==> config.mk <==
export PLATFORM = sky130hd
export DESIGN_NAME = alu_op_sequencer_flat
export DESIGN_NICKNAME = d
export VERILOG_FILES = /design/src/rtl/alu_seq_pkg.sv /design/src/rtl/alu_op_sequencer_if.sv /design/src/rtl/alu_seq_stats.sv /design/src/rtl/alu_op_sequencer.sv /design/src/flat_wrapper.sv
export SDC_FILE = /design/constraint.sdc
export NUM_CORES = 1
export LEC_CHECK = 0
export CAP_MARGIN = 10
export CORE_AREA = 3 3 76 78
export DETAILED_ROUTE_END_ITERATION = 10
export DIE_AREA = 0 0 79 81
export GPL_TIMING_DRIVEN = 1
export PLACE_DENSITY = 0.93
export RECOVER_POWER = 50
export SYNTH_ARGS = -nofsm -noshare
export SYNTH_HDL_FRONTEND = slang
export SYNTH_SLANG_ARGS = --single-unit
==> constraint.sdc <==
create_clock -name clk -period 4.6 [get_ports clk]
set_input_delay 0.69 -clock clk [delete_from_list [all_inputs] [get_ports clk]]
set_output_delay 0.69 -clock clk [all_outputs]
set_load 0.005 [all_outputs]
==> src/rtl/alu_seq_pkg.sv <==
// alu_seq_pkg: shared types and defaults for the ALU operation sequencer.
// Optional feature macro: ALU_SEQ_STATS_EN (completed-command statistics).
package alu_seq_pkg;

  localparam int DATA_W_DEF = 8;
  localparam int ADDR_W_DEF = 2;
  localparam int KEY_PAD_W  = 4;

  // Sequencer control states
  typedef enum logic [2:0] {
    ST_IDLE = 3'd0,
    ST_KEY  = 3'd1,
    ST_READ = 3'd2,
    ST_EXEC = 3'd3,
    ST_WB   = 3'd4,
    ST_DONE = 3'd5
  } seq_state_e;

endpackage

==> src/rtl/alu_op_sequencer_if.sv <==
// alu_op_sequencer_if: command, keypad, register-bank, ALU, result and
// statistics signals of the sequencer. The slave modport is the sequencer
// view; the master modport is the surrounding system view.
interface alu_op_sequencer_if
  import alu_seq_pkg::*;
#(
  parameter int DATA_W = DATA_W_DEF,
  parameter int ADDR_W = ADDR_W_DEF
);
  logic                 cmd_valid;
  logic                 cmd_ready;
  logic [1:0]           cmd_op;
  logic [ADDR_W-1:0]    cmd_src_a;
  logic [ADDR_W-1:0]    cmd_src_b;
  logic [ADDR_W-1:0]    cmd_dst;
  logic                 cmd_wb;

  logic                 key_valid;
  logic                 key_ready;
  logic [KEY_PAD_W-1:0] key_data;
  logic [ADDR_W-1:0]    key_dst;

  logic [ADDR_W-1:0]    rf_addr_a;
  logic [ADDR_W-1:0]    rf_addr_b;
  logic [DATA_W-1:0]    rf_doa;
  logic [DATA_W-1:0]    rf_dob;
  logic                 rf_we;
  logic [ADDR_W-1:0]    rf_addr_wr;
  logic [DATA_W-1:0]    rf_wdata;

  logic [DATA_W-1:0]    alu_a;
  logic [DATA_W-1:0]    alu_b;
  logic [1:0]           alu_sel;
  logic [DATA_W-1:0]    alu_result;
  logic                 alu_carry;
  logic                 alu_zero;

  logic                 res_valid;
  logic                 res_ready;
  logic [DATA_W-1:0]    res_data;
  logic                 res_carry;
  logic                 res_zero;

  logic [7:0]           stat_ops;
  logic                 stat_carry;

  modport slave (
    input  cmd_valid, cmd_op, cmd_src_a, cmd_src_b, cmd_dst, cmd_wb,
    output cmd_ready,
    input  key_valid, key_data, key_dst,
    output key_ready,
    output rf_addr_a, rf_addr_b, rf_we, rf_addr_wr, rf_wdata,
    input  rf_doa, rf_dob,
    output alu_a, alu_b, alu_sel,
    input  alu_result, alu_carry, alu_zero,
    output res_valid, res_data, res_carry, res_zero,
    input  res_ready,
    output stat_ops, stat_carry
  );

  modport master (
    output cmd_valid, cmd_op, cmd_src_a, cmd_src_b, cmd_dst, cmd_wb,
    input  cmd_ready,
    output key_valid, key_data, key_dst,
    input  key_ready,
    input  rf_addr_a, rf_addr_b, rf_we, rf_addr_wr, rf_wdata,
    output rf_doa, rf_dob,
    input  alu_a, alu_b, alu_sel,
    output alu_result, alu_carry, alu_zero,
    input  res_valid, res_data, res_carry, res_zero,
    output res_ready,
    input  stat_ops, stat_carry
  );

endinterface

==> src/rtl/alu_seq_stats.sv <==
// alu_seq_stats: completed-command counter (wraps 255->0) and sticky carry
// flag. Only instantiated when ALU_SEQ_STATS_EN is defined.
module alu_seq_stats (
  input  logic       clk,
  input  logic       rst_n,
  input  logic       done_i,
  input  logic       carry_i,
  output logic [7:0] stat_ops_o,
  output logic       stat_carry_o
);

  logic [7:0] ops_q, ops_d;
  logic       sticky_q, sticky_d;

  // Next-state: count each completed command, latch any completing carry
  always_comb begin
    ops_d    = ops_q;
    sticky_d = sticky_q;
    if (done_i) begin
      ops_d = ops_q + 8'd1;
      if (carry_i) begin
        sticky_d = 1'b1;
      end else begin
        sticky_d = sticky_q;
      end
    end else begin
      ops_d    = ops_q;
      sticky_d = sticky_q;
    end
  end

  // Statistic registers, cleared only by reset
  always_ff @(posedge clk or negedge rst_n) begin
    if (!rst_n) begin
      ops_q    <= 8'd0;
      sticky_q <= 1'b0;
    end else begin
      ops_q    <= ops_d;
      sticky_q <= sticky_d;
    end
  end

  assign stat_ops_o   = ops_q;
  assign stat_carry_o = sticky_q;

endmodule

==> src/rtl/alu_op_sequencer.sv <==
// alu_op_sequencer: multi-cycle sequencer driving an external register bank
// and ALU from one command port, with keypad writes taking priority in IDLE.
// Command flow: accept -> READ -> EXEC -> WB -> DONE (fixed latency).
// Optional feature macro: ALU_SEQ_STATS_EN enables stat_ops / stat_carry.
module alu_op_sequencer
  import alu_seq_pkg::*;
#(
  parameter int DATA_W = DATA_W_DEF,
  parameter int ADDR_W = ADDR_W_DEF
) (
  input  logic               clk,
  input  logic               rst_n,
  alu_op_sequencer_if.slave  bus
);

  seq_state_e state_q, state_d;

  logic [1:0]        op_q, op_d;
  logic [ADDR_W-1:0] dst_q, dst_d;
  logic              wb_q, wb_d;

  logic [ADDR_W-1:0] rf_addr_a_q, rf_addr_a_d;
  logic [ADDR_W-1:0] rf_addr_b_q, rf_addr_b_d;
  logic              rf_we_q, rf_we_d;
  logic [ADDR_W-1:0] rf_addr_wr_q, rf_addr_wr_d;
  logic [DATA_W-1:0] rf_wdata_q, rf_wdata_d;

  logic [DATA_W-1:0] alu_a_q, alu_a_d;
  logic [DATA_W-1:0] alu_b_q, alu_b_d;
  logic [1:0]        alu_sel_q, alu_sel_d;

  logic              key_ready_q, key_ready_d;
  logic              res_valid_q, res_valid_d;
  logic [DATA_W-1:0] res_data_q, res_data_d;
  logic              res_carry_q, res_carry_d;
  logic              res_zero_q, res_zero_d;

  // State register
  always_ff @(posedge clk or negedge rst_n) begin
    if (!rst_n) begin
      state_q <= ST_IDLE;
    end else begin
      state_q <= state_d;
    end
  end

  // Next-state and next-output logic; every output is registered so the
  // values presented in a state are loaded on the edge entering it
  always_comb begin
    state_d      = state_q;
    op_d         = op_q;
    dst_d        = dst_q;
    wb_d         = wb_q;
    rf_addr_a_d  = rf_addr_a_q;
    rf_addr_b_d  = rf_addr_b_q;
    rf_we_d      = 1'b0;
    rf_addr_wr_d = rf_addr_wr_q;
    rf_wdata_d   = rf_wdata_q;
    alu_a_d      = alu_a_q;
    alu_b_d      = alu_b_q;
    alu_sel_d    = alu_sel_q;
    key_ready_d  = 1'b0;
    res_valid_d  = res_valid_q;
    res_data_d   = res_data_q;
    res_carry_d  = res_carry_q;
    res_zero_d   = res_zero_q;

    case (state_q)
      ST_IDLE: begin
        if (bus.key_valid) begin
          // Keypad wins over a simultaneous command
          state_d      = ST_KEY;
          rf_we_d      = 1'b1;
          rf_addr_wr_d = bus.key_dst;
          rf_wdata_d   = {{(DATA_W-KEY_PAD_W){1'b0}}, bus.key_data};
          key_ready_d  = 1'b1;
        end else if (bus.cmd_valid) begin
          // Read addresses go out on entry to READ so data is ready there
          state_d     = ST_READ;
          op_d        = bus.cmd_op;
          dst_d       = bus.cmd_dst;
          wb_d        = bus.cmd_wb;
          rf_addr_a_d = bus.cmd_src_a;
          rf_addr_b_d = bus.cmd_src_b;
        end else begin
          state_d = ST_IDLE;
        end
      end
      ST_KEY: begin
        state_d = ST_IDLE;
      end
      ST_READ: begin
        state_d   = ST_EXEC;
        alu_a_d   = bus.rf_doa;
        alu_b_d   = bus.rf_dob;
        alu_sel_d = op_q;
      end
      ST_EXEC: begin
        // Result and flags captured once; the write-back uses the same copy
        state_d      = ST_WB;
        res_data_d   = bus.alu_result;
        res_carry_d  = bus.alu_carry;
        res_zero_d   = bus.alu_zero;
        rf_wdata_d   = bus.alu_result;
        rf_addr_wr_d = dst_q;
        rf_we_d      = wb_q;
      end
      ST_WB: begin
        state_d     = ST_DONE;
        res_valid_d = 1'b1;
      end
      ST_DONE: begin
        if (bus.res_ready) begin
          state_d     = ST_IDLE;
          res_valid_d = 1'b0;
        end else begin
          state_d     = ST_DONE;
          res_valid_d = 1'b1;
        end
      end
      default: begin
        state_d     = ST_IDLE;
        res_valid_d = 1'b0;
      end
    endcase
  end

  // Datapath and output registers
  always_ff @(posedge clk or negedge rst_n) begin
    if (!rst_n) begin
      op_q         <= 2'd0;
      dst_q        <= {ADDR_W{1'b0}};
      wb_q         <= 1'b0;
      rf_addr_a_q  <= {ADDR_W{1'b0}};
      rf_addr_b_q  <= {ADDR_W{1'b0}};
      rf_we_q      <= 1'b0;
      rf_addr_wr_q <= {ADDR_W{1'b0}};
      rf_wdata_q   <= {DATA_W{1'b0}};
      alu_a_q      <= {DATA_W{1'b0}};
      alu_b_q      <= {DATA_W{1'b0}};
      alu_sel_q    <= 2'd0;
      key_ready_q  <= 1'b0;
      res_valid_q  <= 1'b0;
      res_data_q   <= {DATA_W{1'b0}};
      res_carry_q  <= 1'b0;
      res_zero_q   <= 1'b0;
    end else begin
      op_q         <= op_d;
      dst_q        <= dst_d;
      wb_q         <= wb_d;
      rf_addr_a_q  <= rf_addr_a_d;
      rf_addr_b_q  <= rf_addr_b_d;
      rf_we_q      <= rf_we_d;
      rf_addr_wr_q <= rf_addr_wr_d;
      rf_wdata_q   <= rf_wdata_d;
      alu_a_q      <= alu_a_d;
      alu_b_q      <= alu_b_d;
      alu_sel_q    <= alu_sel_d;
      key_ready_q  <= key_ready_d;
      res_valid_q  <= res_valid_d;
      res_data_q   <= res_data_d;
      res_carry_q  <= res_carry_d;
      res_zero_q   <= res_zero_d;
    end
  end

  // cmd_ready must drop in the same cycle a keypad request appears
  assign bus.cmd_ready  = rst_n & (state_q == ST_IDLE) & ~bus.key_valid;
  assign bus.key_ready  = key_ready_q;
  assign bus.rf_addr_a  = rf_addr_a_q;
  assign bus.rf_addr_b  = rf_addr_b_q;
  assign bus.rf_we      = rf_we_q;
  assign bus.rf_addr_wr = rf_addr_wr_q;
  assign bus.rf_wdata   = rf_wdata_q;
  assign bus.alu_a      = alu_a_q;
  assign bus.alu_b      = alu_b_q;
  assign bus.alu_sel    = alu_sel_q;
  assign bus.res_valid  = res_valid_q;
  assign bus.res_data   = res_data_q;
  assign bus.res_carry  = res_carry_q;
  assign bus.res_zero   = res_zero_q;

`ifdef ALU_SEQ_STATS_EN
  logic done_fire_s;

  assign done_fire_s = (state_q == ST_DONE) & bus.res_ready;

  alu_seq_stats u_stats (
    .clk          (clk),
    .rst_n        (rst_n),
    .done_i       (done_fire_s),
    .carry_i      (res_carry_q),
    .stat_ops_o   (bus.stat_ops),
    .stat_carry_o (bus.stat_carry)
  );
`else
  assign bus.stat_ops   = 8'd0;
  assign bus.stat_carry = 1'b0;
`endif

endmodule

==> src/flat_wrapper.sv <==
// flat-port wrapper written by rule: the top's interface ports become plain ports
module alu_op_sequencer_flat import alu_seq_pkg::*;
#(
  parameter int DATA_W = DATA_W_DEF,
  parameter int ADDR_W = ADDR_W_DEF
)
  (clk, rst_n, bus_cmd_valid, bus_cmd_op, bus_cmd_src_a, bus_cmd_src_b, bus_cmd_dst, bus_cmd_wb, bus_cmd_ready, bus_key_valid, bus_key_data, bus_key_dst, bus_key_ready, bus_rf_addr_a, bus_rf_addr_b, bus_rf_we, bus_rf_addr_wr, bus_rf_wdata, bus_rf_doa, bus_rf_dob, bus_alu_a, bus_alu_b, bus_alu_sel, bus_alu_result, bus_alu_carry, bus_alu_zero, bus_res_valid, bus_res_data, bus_res_carry, bus_res_zero, bus_res_ready, bus_stat_ops, bus_stat_carry);
  alu_op_sequencer_if #(.DATA_W(DATA_W), .ADDR_W(ADDR_W)) bus_i ();
  input  logic clk;
  input  logic rst_n;
  input wire logic [$bits(bus_i.cmd_valid)-1:0] bus_cmd_valid;
  input wire logic [$bits(bus_i.cmd_op)-1:0] bus_cmd_op;
  input wire logic [$bits(bus_i.cmd_src_a)-1:0] bus_cmd_src_a;
  input wire logic [$bits(bus_i.cmd_src_b)-1:0] bus_cmd_src_b;
  input wire logic [$bits(bus_i.cmd_dst)-1:0] bus_cmd_dst;
  input wire logic [$bits(bus_i.cmd_wb)-1:0] bus_cmd_wb;
  output wire logic [$bits(bus_i.cmd_ready)-1:0] bus_cmd_ready;
  input wire logic [$bits(bus_i.key_valid)-1:0] bus_key_valid;
  input wire logic [$bits(bus_i.key_data)-1:0] bus_key_data;
  input wire logic [$bits(bus_i.key_dst)-1:0] bus_key_dst;
  output wire logic [$bits(bus_i.key_ready)-1:0] bus_key_ready;
  output wire logic [$bits(bus_i.rf_addr_a)-1:0] bus_rf_addr_a;
  output wire logic [$bits(bus_i.rf_addr_b)-1:0] bus_rf_addr_b;
  output wire logic [$bits(bus_i.rf_we)-1:0] bus_rf_we;
  output wire logic [$bits(bus_i.rf_addr_wr)-1:0] bus_rf_addr_wr;
  output wire logic [$bits(bus_i.rf_wdata)-1:0] bus_rf_wdata;
  input wire logic [$bits(bus_i.rf_doa)-1:0] bus_rf_doa;
  input wire logic [$bits(bus_i.rf_dob)-1:0] bus_rf_dob;
  output wire logic [$bits(bus_i.alu_a)-1:0] bus_alu_a;
  output wire logic [$bits(bus_i.alu_b)-1:0] bus_alu_b;
  output wire logic [$bits(bus_i.alu_sel)-1:0] bus_alu_sel;
  input wire logic [$bits(bus_i.alu_result)-1:0] bus_alu_result;
  input wire logic [$bits(bus_i.alu_carry)-1:0] bus_alu_carry;
  input wire logic [$bits(bus_i.alu_zero)-1:0] bus_alu_zero;
  output wire logic [$bits(bus_i.res_valid)-1:0] bus_res_valid;
  output wire logic [$bits(bus_i.res_data)-1:0] bus_res_data;
  output wire logic [$bits(bus_i.res_carry)-1:0] bus_res_carry;
  output wire logic [$bits(bus_i.res_zero)-1:0] bus_res_zero;
  input wire logic [$bits(bus_i.res_ready)-1:0] bus_res_ready;
  output wire logic [$bits(bus_i.stat_ops)-1:0] bus_stat_ops;
  output wire logic [$bits(bus_i.stat_carry)-1:0] bus_stat_carry;
  assign bus_i.cmd_valid = bus_cmd_valid;
  assign bus_i.cmd_op = bus_cmd_op;
  assign bus_i.cmd_src_a = bus_cmd_src_a;
  assign bus_i.cmd_src_b = bus_cmd_src_b;
  assign bus_i.cmd_dst = bus_cmd_dst;
  assign bus_i.cmd_wb = bus_cmd_wb;
  assign bus_cmd_ready = bus_i.cmd_ready;
  assign bus_i.key_valid = bus_key_valid;
  assign bus_i.key_data = bus_key_data;
  assign bus_i.key_dst = bus_key_dst;
  assign bus_key_ready = bus_i.key_ready;
  assign bus_rf_addr_a = bus_i.rf_addr_a;
  assign bus_rf_addr_b = bus_i.rf_addr_b;
  assign bus_rf_we = bus_i.rf_we;
  assign bus_rf_addr_wr = bus_i.rf_addr_wr;
  assign bus_rf_wdata = bus_i.rf_wdata;
  assign bus_i.rf_doa = bus_rf_doa;
  assign bus_i.rf_dob = bus_rf_dob;
  assign bus_alu_a = bus_i.alu_a;
  assign bus_alu_b = bus_i.alu_b;
  assign bus_alu_sel = bus_i.alu_sel;
  assign bus_i.alu_result = bus_alu_result;
  assign bus_i.alu_carry = bus_alu_carry;
  assign bus_i.alu_zero = bus_alu_zero;
  assign bus_res_valid = bus_i.res_valid;
  assign bus_res_data = bus_i.res_data;
  assign bus_res_carry = bus_i.res_carry;
  assign bus_res_zero = bus_i.res_zero;
  assign bus_i.res_ready = bus_res_ready;
  assign bus_stat_ops = bus_i.stat_ops;
  assign bus_stat_carry = bus_i.stat_carry;
  alu_op_sequencer #(.DATA_W(DATA_W), .ADDR_W(ADDR_W)) u_core (.clk(clk), .rst_n(rst_n), .bus(bus_i));
endmodule
# [Word level (Yosys, flattened, before mapping)]
# Cells that the tools add are included.
[totals] elab_cells=44 output_inout_bits=55 register_bits=53 inputBits=46
[op_classes] mux=13 bitwise_logic=3 eq_ne=6 n_reduce_logical=5
[op_table] op="8-bit one-hot mux with 2 select lines" n=1
[op_table] op="3-bit one-hot mux with 5 select lines" n=1
[op_table] op="8-bit 2-to-1 mux" n=1
[op_table] op="3-bit by 2-bit equality test with 1-bit output (second input constant)" n=2
[op_table] op="3-bit equality test (second input constant)" n=2
[op_table] op="3-bit 2-to-1 mux" n=2
[op_table] op="2-bit 2-to-1 mux" n=2
[op_table] op="2-bit one-hot mux with 2 select lines" n=1
[op_table] op="4-bit OR reduction" n=1
[op_table] op="3-bit by 1-bit equality test with 1-bit output (second input constant)" n=1
[op_table] op="3-bit zero test" n=1
[op_table] op="1-bit 2-to-1 mux" n=3
[op_table] op="1-bit one-hot mux with 3 select lines" n=1
[op_table] op="3-bit AND reduction" n=1
[op_table] op="1-bit AND" n=2
[op_table] op="2-bit != test (second input constant)" n=1
[op_table] op="1-bit one-hot mux with 2 select lines" n=1
[op_table] op="2-bit AND reduction" n=1
[op_table] op="2-bit nonzero test" n=1
[op_table] op="1-bit NOT" n=1

# [Logic depth before layout (Yosys ltp)]
[depth] word_depth=3 mapped_depth=6 ltp_nobuf=5

# [Worst setup path before layout]
# Ideal clock, no wire load.
[synth_timing] path_type="input to register" start="in bus_key_valid" end="reg u_core.rf_wdata_q[0] (netlist: u_core.bus.rf_wdata[0])" setup_ns=0.125 arrival_ns=1.592 t_required_ns=4.475 stages=3 path_buffers=0 slack_ns=2.883 cell_sequence="or3b_4 -> a21oi_4 -> mux2_2"
[synth_between] elab_chain_len=2
[synth_lines] item="start, declared" line_no="flat_wrapper.sv:18" source="input wire logic [$bits(bus_i.key_valid)-1:0] bus_key_valid;"
[synth_lines] item="2-bit != test (no source line)"
[synth_lines] item="2-bit AND reduction (no source line)"
[synth_lines] item="end signal, assigned" line_no="alu_op_sequencer.sv:138" source="rf_wdata_q <= {DATA_W{1'b0}};"
[synth_lines] item="end signal, assigned" line_no="alu_op_sequencer.sv:155" source="rf_wdata_q <= rf_wdata_d;"
[synth_lines] item="end, declared" line_no="alu_op_sequencer.sv:26" source="logic [DATA_W-1:0] rf_wdata_q, rf_wdata_d;"
# No other way between the ends.
# A chain may end at the register's enable or synchronous reset.

==> metrics.cfg <==
[run_status]
outcome = finished, violations left
failed_checks = capacitance limit, slew limit

[floorplan]
ios = 101
die-area_sq_um = 6400
die_x_microns = 79
rows = 26
die_height_microns = 81
core_area_sq_um = 5140
start_util_pct = 45.2

[clock_tree]
cts_max_level = 2
holdBufCountCts = 0
post_cts_buffers = 0
cts_sinks = 53
root_buffer = clkbuf_8
tritoncts = yes
numCtsBuffers = 5
path_clk_slew_ps = 90
cts.path.max_buffers = 2
clock_latency_ps = 310
post_cts_resize_count = 0

[timing]
relSlewSlack_pct = -86.1
hold_viol = 0
setup_viol = 0
post-route-period-util_pct = 67.5
worst_pin_slew_ps = 2790
rsz0062_at_grt = false
drv_slew = 54
fin_crit_ps = 3110
fin_skew_ps = 11.2
max_freq_ghz = 0.322
fin_tns_setup_ps = 0

[critical_path]
crit_path_start_kind = primary input
cp-end-kind = async pin
crit_type = in -> async
cpPeakStageDelay_ps = 2000
crit_path_top_delay_cell = clkbuf_1
cpMostUsedCell = clkbuf_1
crit_chain = clkbuf_1 -> clkbuf_1
cp_num_buf_inv = 2
cp.arrival_ps = 2920
crit_family = buffers and inverters
worst-path-max-fanout = 53
required_ps = 4410

[placement]
post-place-cells = 311
portBuffers = 91
dp_hpwl_microns = 3650
place.gp.congestion = 0.696

[grt]
grt_pass1_vias = 1613
grt_overflow_total = 0
grt_pass1_wl_microns = 8020
track_usage_pct = 16.1
antenna_found_initial = 0
grt_max_degree = 54

[layout]
layout.nets = 297
layout_common_cells = clkdlybuf4s50_1 (79), dfrtp_1 (53), mux2_2 (36)
n_antenna_cell = 0
stdcell_count = 319
final_common_cell = clkdlybuf4s50_1
syn_to_final_growth_pct = 41.5
drive_gt1_share_pct = 22.9

[power_and_ir_drop]
p_leak_nw = 1.39
power_density_nw_per_um2 = 476
ir_drop_uv = 302

[routing]
wl_per_cell_microns = 15.2
drtIter0Drc = 34
ant_nets = 0
num_vias = 1522
viasPerCell = 4.77
drt_wl_total_microns = 4850
drc_errors = 0
firstDrtPassIters = 3

[synthesis]
synth_area_leaders = dfrtp_1 (57%), mux2_2 (17%), mux2_4 (5.8%), buf_4 (2.9%), a22o_1 (1.9%)
synth_cell_type_count = 31
syn_area_sq_um = 2320
yosysTopAreaCell = dfrtp_1
synthCells = 156
synth_top_area_share_pct = 57.1
syn_avg_cell_area_sq_um = 14.9
synth-seq-cells = 53
ys_warn_count = 0
yosysSeqAreaShare_pct = 57.1

[hold_path]
hold_path_class = reg -> reg

[flow_run]
drv_cap = 1

flip-flops by register name, indices dropped and copies added, names as in the netlist:
name,flops
u_core.bus.res_data,8
u_core.bus.rf_wdata,8
u_core.bus.res_zero,1
u_core.bus.res_carry,1
u_core.bus.alu_sel,2
u_core.bus.rf_we,1
u_core.bus.rf_addr_a,2
u_core.bus.key_ready,1
u_core.bus.alu_a,8
u_core.wb_q,1
u_core.dst_q,2
u_core.bus.alu_b,8
u_core.bus.rf_addr_wr,2
u_core.bus.rf_addr_b,2
u_core.op_q,2
u_core.state_q,3
u_core.bus.res_valid,1
cell usage after synthesis:
cell	number
buf_4	9
buf_8	1
mux2_4	9
a21oi_4	1
nand3_1	1
a21o_1	1
nor3_1	2
a21boi_0	1
nor3_4	1
buf_2	2
nor3b_1	1
or3b_4	1
nand3b_2	1
conb_1	1
dfrtp_1	53
o22ai_1	1
mux2_2	36
and3b_1	1
nor4b_4	1
nor2_1	6
clkbuf_8	1
buf_6	2
inv_1	1
nand2_1	4
o21ai_0	2
a22o_1	5
mux2i_1	3
a21oi_1	3
ha_1	3
inv_4	1
nand3b_1	1
report_power, final:
group          internal (mW)  switching, mW  leakage, nW
combinational          0.426          0.165        0.706
sequential             0.630         0.0868        0.639
clock                  0.105          0.150       0.0439
metrics by stage:
stage | area (sq um) | utilization [%] | power, mW | hold slack (ps) | setup WS [ps]
CTS | 3310 | 64.4 | 1.61 | 514 | 1940
finish | 3290 | 63.9 | 1.56 | 507 | 1490
global placement | 3220 | 62.7 | 1.32 | 475 | 1960
detailed placement | 3220 | 62.7 | 1.35 | 492 | 1970
global route | 3290 | 63.9 | 1.67 | 527 | 951
floorplan | 2350 | - | 0.960 | 394 | 2880
cell families after synthesis:
logic type	Yosys count	share of synthesized area, %
and+or+nand+nor	20	5.98
AOI/OAI and AO/OA	14	4.58
adders and majority gates	3	1.62
muxes	48	24.6
other	1	0.161
DFF	53	57.1
buffers and inverters	17	5.98
layout make-up:
cell class,instances,area [sq um]
well taps,70,87.6
clock inverters,3,17.5
clock buffers,5,68.8
inverters,2,10.0
flip-flops and latches,53,1330
fillers,436,1850
repair buffers,92,908
multi-input cells,94,868
final timing paths:
kind | slack [ps] | from | end | cells past startpoint
max in group clk | 1850 | bus_key_valid | bus_cmd_ready | 3
min in group asynchronous | 1520 | rst_n | u_core.bus.alu_b[6] | 2
worst min register to register | 510 | u_core.bus.alu_a[7] | u_core.bus.alu_a[7] | 1
worst min-delay path | 510 | u_core.bus.alu_a[7] | u_core.bus.alu_a[7] | 1
worst max register to register | 2350 | u_core.state_q[2] | u_core.bus.rf_wdata[3] | 3
worst max-delay path | 1490 | rst_n | u_core.state_q[0] | 2
per-layer routing:
metal,wire [microns],vias up,part of all wire (%),global-route usage (%)
met5,0,-,0,0
met4,31,0,0.64,4.64
met3,311,4,6.4,3.88
met2,2550,57,52,28.5
met1,1970,745,40,19.5
li1,-,716,-,-
Power figures use the tool's default switching activity.
